<file path="config.mk">
export PLATFORM = sky130hd
export DESIGN_NAME = rgb_pwm_driver
export DESIGN_NICKNAME = d
export VERILOG_FILES = /design/src/rtl/rgb_pwm_driver.sv
export SDC_FILE = /design/constraint.sdc
export NUM_CORES = 1
export LEC_CHECK = 0
export CAP_MARGIN = 5
export CORE_ASPECT_RATIO = 0.9
export CORE_MARGIN = 4
export CORE_UTILIZATION = 49
export CTS_BUF_LIST = sky130_fd_sc_hd__clkbuf_8 sky130_fd_sc_hd__clkbuf_16
export DETAILED_ROUTE_END_ITERATION = 7
export GPL_TIMING_DRIVEN = 0
export PLACE_DENSITY = 0.74
export RECOVER_POWER = 100
export SLEW_MARGIN = 0
export SYNTH_ARGS = -nofsm -noshare
export SYNTH_HDL_FRONTEND = slang
export SYNTH_SLANG_ARGS = --single-unit
</file>
<file path="constraint.sdc">
create_clock -name clk -period 1.9 [get_ports clk]
set_clock_uncertainty 0.2 [all_clocks]
set_input_delay 0.38 -clock clk [delete_from_list [all_inputs] [get_ports clk]]
set_output_delay 0.38 -clock clk [all_outputs]
set_load 0.005 [all_outputs]
</file>
<file path="src/rtl/rgb_pwm_driver.sv">
// Three-channel active-low LED PWM driver with a one-entry colour buffer applied at period boundaries.
// Optional build macro SLEW_LIMIT_EN: duties fade one step per period toward the latest accepted colour.
`timescale 1ns/1ps
module rgb_pwm_driver #(
  parameter int PRESCALE = 1
) (
  input  logic       clk,
  input  logic       rst_n,
  input  logic       in_valid,
  output logic       in_ready,
  input  logic [7:0] in_red,
  input  logic [7:0] in_green,
  input  logic [7:0] in_blue,
  input  logic       enable,
  output logic       period_start,
  output logic       RGB_R,
  output logic       RGB_G,
  output logic       RGB_B
);

  localparam int PW = (PRESCALE > 1) ? $clog2(PRESCALE) : 1;

  logic [PW-1:0] pre;
  logic [7:0]    cnt;
  logic          pending_full;
  logic [7:0]    pend_r, pend_g, pend_b;
  logic [7:0]    act_r, act_g, act_b;
  logic          tick, boundary, transfer;

  // Handshake: a triple moves when in_valid && in_ready on a rising clock edge;
  // upstream keeps data stable while in_valid is high and in_ready is low.
  assign in_ready = !pending_full;
  assign transfer = in_valid && in_ready;
  assign tick     = (pre == PW'(PRESCALE - 1));
  assign boundary = tick && (cnt == 8'hFF);

  always_ff @(posedge clk or negedge rst_n) begin
    if (!rst_n) begin
      pre          <= '0;
      cnt          <= 8'd0;
      period_start <= 1'b0;
    end else begin
      period_start <= boundary;
      if (tick) begin
        pre <= '0;
        cnt <= cnt + 8'd1;
      end else begin
        pre <= pre + PW'(1);
      end
    end
  end

  // A transfer can only happen with the buffer empty, so it never races the boundary clear.
  always_ff @(posedge clk or negedge rst_n) begin
    if (!rst_n) begin
      pending_full <= 1'b0;
      pend_r       <= 8'd0;
      pend_g       <= 8'd0;
      pend_b       <= 8'd0;
    end else if (transfer) begin
      pending_full <= 1'b1;
      pend_r       <= in_red;
      pend_g       <= in_green;
      pend_b       <= in_blue;
    end else if (boundary) begin
      pending_full <= 1'b0;
    end
  end

`ifdef SLEW_LIMIT_EN
  logic [7:0] tgt_r, tgt_g, tgt_b;
  logic [7:0] ntgt_r, ntgt_g, ntgt_b;

  function automatic logic [7:0] step_toward(input logic [7:0] cur, input logic [7:0] goal);
    if (cur < goal)      return cur + 8'd1;
    else if (cur > goal) return cur - 8'd1;
    else                 return cur;
  endfunction

  // The step uses the target as updated on this same boundary.
  assign ntgt_r = pending_full ? pend_r : tgt_r;
  assign ntgt_g = pending_full ? pend_g : tgt_g;
  assign ntgt_b = pending_full ? pend_b : tgt_b;

  always_ff @(posedge clk or negedge rst_n) begin
    if (!rst_n) begin
      tgt_r <= 8'd0;
      tgt_g <= 8'd0;
      tgt_b <= 8'd0;
      act_r <= 8'd0;
      act_g <= 8'd0;
      act_b <= 8'd0;
    end else if (boundary) begin
      tgt_r <= ntgt_r;
      tgt_g <= ntgt_g;
      tgt_b <= ntgt_b;
      act_r <= step_toward(act_r, ntgt_r);
      act_g <= step_toward(act_g, ntgt_g);
      act_b <= step_toward(act_b, ntgt_b);
    end
  end
`else
  always_ff @(posedge clk or negedge rst_n) begin
    if (!rst_n) begin
      act_r <= 8'd0;
      act_g <= 8'd0;
      act_b <= 8'd0;
    end else if (boundary && pending_full) begin
      act_r <= pend_r;
      act_g <= pend_g;
      act_b <= pend_b;
    end
  end
`endif

  always_ff @(posedge clk or negedge rst_n) begin
    if (!rst_n) begin
      RGB_R <= 1'b1;
      RGB_G <= 1'b1;
      RGB_B <= 1'b1;
    end else begin
      RGB_R <= !(enable && (cnt < act_r));
      RGB_G <= !(enable && (cnt < act_g));
      RGB_B <= !(enable && (cnt < act_b));
    end
  end

endmodule

</file>
# [Word-level counts from Yosys, hierarchy flattened]
# Cells that the tools add are included.
[classes] magnitude_cmp=3 n_shift=0 bitwise=1 n_div=0 mux=3 eq_ne=1 multipliers=0 reduce_logical=11 addsub=2
[ops] operator="8-bit less-than comparator" n=3
[ops] operator="8-bit by 1-bit adder with 8-bit output (second input constant)" n=1
[ops] operator="8-bit == test (second input constant)" n=1
[ops] operator="1-bit logical AND" n=6
[ops] operator="1-bit zero test" n=4
[ops] operator="1-bit two-way mux" n=3
[ops] operator="2-bit nonzero test" n=1
[ops] operator="1-bit adder (second input constant)" n=1
[ops] operator="1-bit NOT" n=1
[totals] wordCells=34 rom_bits=0 input_bits=28 latchBits=0 register_bits=62 memories=0 out_inout_bits=5 ramBits=0

# [Longest topological paths before layout]
# Gate-level depths: netlist of run 1.
[depth] depth_word=4 depth_mapped=5 depth_no_buf=5

# [Worst setup path before layout of run 1]
# Ideal clock, no wire load.
[synth_timing] path_kind="reg-to-reg" startpoint="reg cnt[0]" endpoint="reg act_b[2]" required_time_ps=1575 path_slack_ps=-34 path_stages_with_launch=6 path_buffers=1 arrival_time_ps=1609 period_less_slack_ps=1934 setup_ps=125 path_cell_list="dfrtp_1 > ha_1 > nand3_2 > nor4_4 > buf_6 > mux2_4"
[synth_between] elab_chain_cells=3
[synth_rtl] item="start: declaration" line_no="24" text="logic [7:0] cnt;"
[synth_rtl] item="start signal: assignment" line_no="46" text="cnt <= cnt + 8'd1;"
[synth_rtl] item="8-bit == test" line_no="35" text="assign boundary = tick && (cnt == 8'hFF);"
[synth_rtl] item="1-bit logical AND" line_no="35"
[synth_rtl] item="1-bit logical AND" line_no="108" text="end else if (boundary && pending_full) begin"
[synth_rtl] item="end signal: assignment" line_no="111" text="act_b <= pend_b;"
[synth_rtl] item="end: declaration" line_no="27" text="logic [7:0] act_r, act_g, act_b;"
# Every way passes these cells.
# A chain may end at the register's enable or synchronous reset.

# [Worst setup path in the final report of run 1]
[layout_timing] startpoint="reg cnt[0]" endpoint="reg act_b[0]"
# The elaborated chain is that of the path after synthesis.

==> flow_metrics.py, run 1 <==
metrics = {
    "cells_and_area": {
        "fin_nets": 307,
        "final_cell_mix": "dfrtp_1, mux2_2, clkdlybuf4s50_1",
        "fillers": 434,
        "layout-drive-gt1-share_pct": 33.2,
        "final_util_pct": 63.9,
        "final_area_mm2": 0.00364,
        "final_common_cell": "dfrtp_1",
        "area_growth_pct": 26.7,
        "diodes": 0,
    },
    "clock_tree": {
        "path_clk_slew_ns": 0.07,
        "root_buffer": "clkbuf_8",
        "cts_made_buffers": 9,
        "cts_tree": "yes",
        "h-tree-depth": 3,
        "clockBufferDepth": 2,
        "clock_latency_ns": 0.34,
        "cts_sinks": 61,
    },
    "floorplan": {
        "core-area_mm2": 0.00569,
        "die_w_um": 88.7,
        "design.portCount": 33,
        "initial_utilization_pct": 50.5,
        "fp-row-count": 26,
        "dieArea_mm2": 0.00715,
        "die_y_um": 80.6,
    },
    "setup_path": {
        "crit_fanout": 5,
        "crit_chain": "ha_4, nand3_4, nor4_4, buf_6, buf_4, mux2_2",
        "cp_slowest_cell": "dfrtp_2",
        "r2r_start": "cnt[0]$_DFF_PN0_",
        "path_class": "reg -> reg",
        "r2r_end": "act_b[0]$_DFFE_PN0P_",
        "required_ns": 1.93,
        "critPathBufInv": 2,
        "end_kind": "flop",
        "worstPathArrival_ns": 1.86,
        "reg2reg_slack_ns": 0.07,
        "cp-start-kind": "flop",
        "rr_worst_depth": 6,
        "cp_top_family": "flip-flops",
        "max_stage_delay_ns": 0.40,
    },
    "sta": {
        "grt_setup_unrepaired": "false",
        "min_period_ns": 1.83,
        "min_period_over_period_pct": 96.5,
        "final_hold_viol_count": 0,
        "slew_headroom_pct": 64.7,
        "tightest_slew_ns": 0.529,
        "setup_viol": 0,
        "drv_slew": 0,
        "max_freq_mhz": 545,
    },
    "placed_design": {
        "portBuffers": 32,
        "routabilityCongestion": 0.746,
        "dpl-instance-area_mm2": 0.00331,
        "post-dp-hpwl_um": 3410,
    },
    "min_path": {
        "hold_path_end": "act_g[5]$_DFFE_PN0P_",
        "whs_path_depth": 1,
        "min_from": "pend_g[5]$_DFFE_PN0P_",
        "hold_path_class": "reg -> reg",
    },
    "logic_synthesis": {
        "synth_edf_count": 0,
        "yosysWarningCount": 0,
        "syn_nets": 256,
        "synthArstFlopShare_pct": 100,
        "syn_area_mm2": 0.00287,
        "syn_avg_cell_area_um2": 13.9,
        "ys_ff_latch": 61,
        "ys.flop_type": "dfrtp_1",
        "synth_seq_area_share_pct": 53.3,
        "yosysUniqueCellTypes": 29,
        "netlist_instances": 206,
    },
    "routing": {
        "routed_wl_um": 4880,
        "via_count": 1705,
        "drc": 0,
        "drtIter0Drc": 64,
        "post_drt_via_cell_ratio": 5.14,
        "wl_per_cell_um": 14.7,
        "drt_pass1_iterations": 4,
        "drtAntennaViolNets": 0,
    },
    "global_routing": {
        "grt_pass1_vias": 1721,
        "grt_use_total_pct": 16.5,
        "grt_start_max_net_pins": 40,
        "grt_pass1_wl_um": 8450,
        "grt_overflow_total": 0,
        "antenna_found_initial": 0,
    },
    "pwr": {
        "power_density_mw_per_mm2": 800,
        "ir_drop_uv": 520,
        "power.leakage_nw": 1.63,
    },
    "run_status": {
        "status": "completed",
    },
    "run": {
        "cap_violations": 0,
    },
}
worst max path at each step:
stage,from,to,slack (ns),cells past startpoint
after floorplan,cnt[0]$_DFF_PN0_,act_b[2]$_DFFE_PN0P_,-0.02,5
after global placement,rst_n,pend_r[2]$_DFFE_PN0P_,-1.63,1
after detailed placement,in_valid,pend_g[5]$_DFFE_PN0P_,-0.40,5
after CTS,cnt[0]$_DFF_PN0_,act_b[5]$_DFFE_PN0P_,0.02,6
after global routing,cnt[0]$_DFF_PN0_,act_b[0]$_DFFE_PN0P_,0.003,6
final,cnt[0]$_DFF_PN0_,act_b[0]$_DFFE_PN0P_,0.07,6
repair_timing:
| action | 4_1_cts | 5_1_grt |
|---|---|---|
| gates resized for setup | 11 | 8 |
| pin swaps | 1 | 0 |
| hold endpoints to repair | 21 | 0 |
| hold buffers | 1 | 0 |
| endpoints found under the setup margin | 49 | 40 |
| buffers inserted | 6 | 0 |
| gates cloned | 0 | 0 |
cell type report:
cell class              instances  area, µm²  area share [%]
well taps                      70       87.6            2.41
clock buffers                  10        138            3.78
flip-flops and latches         61       1540            42.2
multi-input cells             116       1240            34.0
clock inverters                 6        103            2.82
repair buffers                 40        389            10.7
plain buffers                   5       60.1            1.65
inverters                      24       90.1            2.48
worst register-to-register path, stage by stage (launching register included):
cell     delay [ns]
dfrtp_2        0.40
ha_4           0.16
nand3_4        0.10
nor4_4         0.23
buf_6          0.17
buf_4          0.14
mux2_2         0.33
state kept, by name (all words and copies together) (netlist names):
register	flops
RGB_R	1
pend_r	8
act_r	8
pend_b	8
pending_full	1
period_start	1
RGB_B	1
pend_g	8
RGB_G	1
act_b	8
act_g	8
cnt	8
through the flow:
stage | cells | power, W | hold slack, ns | setup slack (ns) | setup TNS (ns)
detailed placement | 309 | 0.00156 | 0.185 | -0.399 | -13.23
floorplan | 206 | 0.00146 | -0.116 | -0.0191 | -0.315
global placement | 308 | 0.00155 | 0.286 | -1.63 | -110.07
CTS | 332 | 0.00295 | 0.303 | 0.0198 | 0
global route | 332 | 0.00304 | 0.316 | 0.00308 | 0
finish | 332 | 0.00291 | 0.297 | 0.0663 | 0
power breakdown:
part           internal (W)  total (W)  switching (W)  leakage [nW]
Clock              0.000895    0.00138       0.000486         0.129
Combinational     0.0000970   0.000142      0.0000451         0.720
Sequential          0.00136    0.00139      0.0000300         0.779
Total               0.00235    0.00291       0.000562          1.63
cell families after synthesis:
family | synth area share (%)
flops | 53.3
mux | 21.3
buf+inv | 4.40
fa+ha+maj | 9.58
compound gates | 5.10
simple gates | 4.53
xor+xnor | 1.83
Yosys cell counts, types with 2 or more instances:
master	count	area, µm²
buf_6	2	22.5
nor3b_1	3	22.5
nor2_1	4	15.0
nand3_2	2	20.0
mux2_4	19	285
o211ai_1	3	22.5
dfrtp_1	58	1450
nand2b_1	3	18.8
ha_1	22	275
a211oi_1	3	22.5
o21ai_0	3	15.0
o21a_1	3	22.5
a21o_1	3	22.5
xnor2_1	3	26.3
dfstp_2	3	78.8
inv_1	24	90.1
a21oi_1	3	15.0
o2111ai_1	3	26.3
buf_2	2	10.0
xor2_1	3	26.3
mux2_2	29	327
layer usage:
metal	share of wire, %	vias up	GRT usage (%)
met5	0	-	0
met4	1.5	0	6.50
met3	6.1	8	7.79
met2	47	33	24.6
met1	46	837	20.6
li1	-	827	-
Note: power is estimated with default switching activity, not from simulation.
==> run 2: changes to the inputs <==
Settings changed: PLACE_DENSITY 0.74 to not set, PLACE_DENSITY_LB_ADDON set to 0.2.
==> run 2 against run 1 <==
Die area did not move. Highest routed layer unchanged. Largest power group unchanged. Total power fell by 11%. Utilization is 0.088 points higher. Critical endpoint is now act_r[3]$_DFFE_PN0P_.
==> flow_metrics.py, run 2 (synthesis gave the netlist of run 1 again) <==
metrics = {
    "run_status": {
        "status": "completed",
    },
    "placed_design": {
        "dpl-instance-area_mm2": 0.00331,
        "portBuffers": 32,
        "routabilityCongestion": 0.733,
        "post-dp-hpwl_um": 3510,
    },
    "cells_and_area": {
        "final_common_cell": "dfrtp_1",
        "final_area_mm2": 0.00364,
        "fillers": 434,
        "diodes": 0,
        "regArea_mm2": 0.00154,
        "area_growth_pct": 26.8,
        "fin_nets": 313,
        "final_cell_mix": "dfrtp_1, mux2_2, clkdlybuf4s50_1",
        "final_util_pct": 64.0,
        "layout-drive-gt1-share_pct": 35.0,
        "multi_input_area_mm2": 0.00124,
    },
    "routing": {
        "drtIter0Drc": 36,
        "wl_per_cell_um": 14.7,
        "routed_wl_um": 4940,
        "drc": 0,
        "via_count": 1693,
        "drtAntennaViolNets": 0,
        "drt_pass1_iterations": 4,
        "post_drt_via_cell_ratio": 5.04,
    },
    "sta": {
        "max_freq_mhz": 538,
        "min_period_over_period_pct": 97.9,
        "setup_tns_ns": 0,
        "grt_setup_unrepaired": "true",
        "final_hold_viol_count": 0,
        "worst_hold_slack_ns": 0.301,
        "slew_headroom_pct": 57.5,
        "drv_slew": 0,
        "tightest_slew_ns": 0.638,
        "min_period_ns": 1.86,
        "setup_viol": 0,
    },
    "run": {
        "cap_violations": 0,
    },
    "global_routing": {
        "grt_pass1_wl_um": 8340,
        "grt_pass1_vias": 1720,
        "antenna_found_initial": 0,
        "grt_start_max_net_pins": 34,
        "grt_overflow_total": 0,
        "grt_use_total_pct": 15.9,
    },
    "pwr": {
        "power.leakage_nw": 1.62,
        "power_density_mw_per_mm2": 711,
        "ir_drop_uv": 495,
    },
    "setup_path": {
        "max_stage_delay_ns": 0.39,
        "crit_fanout": 10,
        "required_ns": 1.92,
        "cp-start-kind": "flop",
        "worstPathArrival_ns": 1.88,
        "path_class": "reg -> reg",
        "end_kind": "flop",
        "cp_slowest_cell": "dfrtp_2",
        "crit_chain": "ha_4, nand3_4, nor4_4, buf_6, buf_12, mux2_4",
    },
    "floorplan": {
        "die_y_um": 80.6,
        "initial_utilization_pct": 50.5,
        "dieArea_mm2": 0.00715,
        "die_w_um": 88.7,
        "fp-row-count": 26,
        "core-area_mm2": 0.00569,
        "design.portCount": 33,
    },
    "clock_tree": {
        "h-tree-depth": 3,
        "cts_tree": "yes",
        "clockBufferDepth": 2,
        "path_clk_slew_ns": 0.06,
        "clock_latency_ns": 0.33,
        "root_buffer": "clkbuf_8",
        "cts_made_buffers": 9,
        "cts_sinks": 61,
    },
    "min_path": {
        "hold_path_class": "reg -> reg",
    },
}
[run 2: layout make-up]
type | instances | share of cell area (%)
clock inverter | 1 | 0.137
tap | 70 | 2.40
multi-input combinational | 116 | 33.9
timing repair buffer | 46 | 12.3
buffer | 5 | 1.65
sequential | 61 | 42.2
inverter | 24 | 2.47
clock buffer | 13 | 4.91
[run 2: report_power, final]
group / internal [W] / switching, W
combinational: 0.0000970 / 0.0000466
sequential: 0.00136 / 0.0000308
clock: 0.000599 / 0.000460
total: 0.00206 / 0.000537
[run 2: final timing paths]
| kind | from | to | slack (ns) | depth (start not counted) |
|---|---|---|---|---|
| min in group asynchronous | rst_n | act_r[6]$_DFFE_PN0P_ | 0.41 | 2 |
| worst min-delay path | pend_g[1]$_DFFE_PN0P_ | act_g[1]$_DFFE_PN0P_ | 0.30 | 1 |
| worst max-delay path | cnt[1]$_DFF_PN0_ | act_r[3]$_DFFE_PN0P_ | 0.04 | 6 |
| worst min register to register | pend_g[1]$_DFFE_PN0P_ | act_g[1]$_DFFE_PN0P_ | 0.30 | 1 |
| max in group asynchronous | rst_n | RGB_R$_DFF_PN1_ | 0.44 | 3 |
| worst max register to register | cnt[1]$_DFF_PN0_ | act_r[3]$_DFFE_PN0P_ | 0.04 | 6 |
[run 2: repair_timing]
action                     4_1_cts  5_1_grt
buffers inserted                 6        5
hold endpoints to repair        26        0
gates cloned                     0        1
setup endpoints to repair       29       45
pin swaps                        1        2
gates resized for setup          8       11
hold buffers                     1        0
[run 2: worst max-delay path, delay by kind of cell, from the launching register on]
kind / cells / cell delay, ns
DFF: 1 / 0.39
and+or+nand+nor: 2 / 0.36
buffers and inverters: 2 / 0.33
muxes: 1 / 0.31
adders and majority gates: 1 / 0.16
[run 2: through the flow]
stage	total power (W)	cells	setup slack [ns]
after floorplan	0.00146	206	-0.0191
after global placement	0.00155	308	-1.70
after detailed placement	0.00156	309	-0.379
after CTS	0.00265	330	0.00558
after global routing	0.00272	336	-0.0464
final	0.00259	336	0.0397
[run 2: routing by layer]
layer	share of wire (%)	wire length [µm]	vias to the layer above	track usage, %
li1	-	-	837	-
met1	48	2350	816	20.8
met2	45	2210	31	23.1
met3	6.1	300	9	6.87
met4	1.6	79	0	5.89
met5	0	0	-	0
==> run 3: changes to the inputs <==
Settings changed: CORE_MARGIN 4 to 2, PLACE_DENSITY set to 0.71, PLACE_DENSITY_LB_ADDON 0.2 to not set.
Clock period 1.9 ns to 2.3 ns, I/O delays scaled along.
==> run 3 against run 2 <==
Clock power decreased by 22%. Clock-buffer cell count down 2. Non-clock buffer count shrank 9. Worst hold slack worse by 0.017 ns. Register-to-register slack improved by 0.13 ns. Combinational power decreased by 22%. Critical path depth is the same. Utilization fell by 3.7 points. Sequential share of layout area rose by 2.7 points. First-iteration DRC count rose by 61%. Maximum frequency is 13% lower. Die area is 9.2% lower. Critical endpoint is now act_b[3]$_DFFE_PN0P_. Highest routed layer unchanged.
==> flow_metrics.py, run 3 (synthesis gave the netlist of run 1 again) <==
metrics = {
    "run_status": {
        "status": "completed",
    },
    "placed_design": {
        "placedCellCount": 309,
        "post-dp-hpwl_um": 3120,
        "dpl-instance-area_mm2": 0.00330,
        "portBuffers": 32,
        "routabilityCongestion": 0.715,
    },
    "routing": {
        "drt_pass1_iterations": 4,
        "drtAntennaViolNets": 0,
        "routed_wl_um": 4500,
        "wl_per_cell_um": 13.7,
        "via_count": 1682,
        "drc": 0,
        "drtIter0Drc": 58,
        "post_drt_via_cell_ratio": 5.11,
    },
    "setup_path": {
        "reg2reg_slack_ns": 0.17,
        "crit_chain": "ha_1, nand3_2, nor4_4, buf_4, buf_6, mux2_1",
        "path_class": "reg -> reg",
        "cp_top_family": "flip-flops",
        "cp_slowest_cell": "dfrtp_1",
        "cp-start-kind": "flop",
        "required_ns": 2.31,
        "critPathBufInv": 2,
        "max_stage_delay_ns": 0.50,
        "end_kind": "flop",
        "crit_fanout": 10,
        "worstPathArrival_ns": 2.14,
    },
    "global_routing": {
        "grt_pass1_wl_um": 8270,
        "grt_start_max_net_pins": 32,
        "grt_use_total_pct": 16.4,
        "antenna_found_initial": 0,
        "grt_pass1_vias": 1722,
        "grt_overflow_total": 0,
    },
    "min_path": {
        "hold_path_class": "reg -> reg",
    },
    "sta": {
        "setup_tns_ns": 0,
        "min_period_over_period_pct": 92.6,
        "drv_slew": 0,
        "final_hold_viol_count": 0,
        "max_freq_mhz": 469,
        "grt_setup_unrepaired": "false",
        "min_period_ns": 2.13,
        "slew_headroom_pct": 51.5,
        "worst_hold_slack_ns": 0.284,
        "setup_viol": 0,
        "tightest_slew_ns": 0.728,
    },
    "pwr": {
        "power_frac_seq_pct": 55.0,
        "ir_drop_uv": 439,
        "p_sw_w": 0.000452,
        "share_comb_of_total_power_pct": 5.4,
        "power_density_mw_per_mm2": 611,
        "power.leakage_nw": 1.58,
        "p_total_w": 0.00208,
        "internal_power_w": 0.00163,
        "p_clk_share_pct": 39.6,
        "swShare_pct": 21.7,
    },
    "floorplan": {
        "design.portCount": 33,
        "dieArea_mm2": 0.00649,
        "fp-row-count": 26,
        "initial_utilization_pct": 50.8,
        "core-area_mm2": 0.00566,
        "die_w_um": 84.7,
        "die_y_um": 76.6,
    },
    "cells_and_area": {
        "final_area_mm2": 0.00341,
        "final_common_cell": "dfrtp_1",
        "fin_cells": 329,
        "final_cell_mix": "dfrtp_1, mux2_2, inv_1",
        "layout-drive-gt1-share_pct": 21.6,
        "area_growth_pct": 18.8,
        "diodes": 0,
        "fin_nets": 304,
    },
    "clock_tree": {
        "clock_latency_ns": 0.34,
        "clockBufferDepth": 2,
        "path_clk_slew_ns": 0.06,
        "root_buffer": "clkbuf_8",
        "cts_made_buffers": 9,
        "cts_tree": "yes",
        "ctsResizeCount": 0,
        "cts_sinks": 61,
        "h-tree-depth": 3,
    },
    "run": {
        "cap_violations": 0,
    },
}
## run 3: what timing repair did
| item | CTS | global route |
|---|---|---|
| endpoints found under the hold margin | 29 | 0 |
| hold buffers | 1 | 0 |
| setup endpoints to repair | 0 | 19 |
| buffers inserted | 0 | 3 |
## run 3: worst register-to-register path, delay by kind of cell, from the launching register on
family / cells / cell delay (ns)
flops: 1 / 0.50
simple gates: 2 / 0.37
mux: 1 / 0.34
buf+inv: 2 / 0.34
fa+ha+maj: 1 / 0.25
## run 3: metrics by stage
step / util, % / setup slack, ns
detailed placement: 58.2 / -0.0468
finish: 60.3 / 0.169
floorplan: - / 0.366
global route: 60.3 / 0.0517
CTS: 61.5 / 0.0273
global placement: 58.0 / -1.33
## run 3: worst paths after layout
path | to | start | cells after the start
worst min-delay path | act_r[0]$_DFFE_PN0P_ | act_r[0]$_DFFE_PN0P_ | 1
worst max register to register | act_b[3]$_DFFE_PN0P_ | cnt[0]$_DFF_PN0_ | 6
worst min register to register | act_r[0]$_DFFE_PN0P_ | act_r[0]$_DFFE_PN0P_ | 1
max in group asynchronous | RGB_R$_DFF_PN1_ | rst_n | 3
worst max-delay path | act_b[3]$_DFFE_PN0P_ | cnt[0]$_DFF_PN0_ | 6
min in group asynchronous | pend_b[6]$_DFFE_PN0P_ | rst_n | 2
## run 3: metal layers
metal  vias up  share of wire, %  global-route usage (%)
met5         -                 0                       0
met4         0               1.9                    6.98
met3        11               5.4                    5.96
met2        34                42                    23.0
met1       817                50                    23.0
li1        820                 -                       -
## run 3: layout make-up
cell class / count / area [µm²]
plain buffers: 5 / 36.3
well taps: 70 / 87.6
clock buffers: 11 / 151
flip-flops and latches: 61 / 1530
multi-input cells: 116 / 1140
clock inverters: 5 / 21.3
fillers: 480 / 2250
inverters: 24 / 90.1
repair buffers: 37 / 352
## run 3: power by group through the flow
stage          clock network, W  registers (W)  logic (W)
2_1_floorplan                 0        0.00116  0.0000453
3_3_place_gp                  0        0.00117   0.000113
3_5_place_dp                  0        0.00117   0.000118
4_1_cts                0.000849        0.00115   0.000120
5_1_grt                0.000904        0.00115   0.000126
6_report               0.000826        0.00115   0.000112
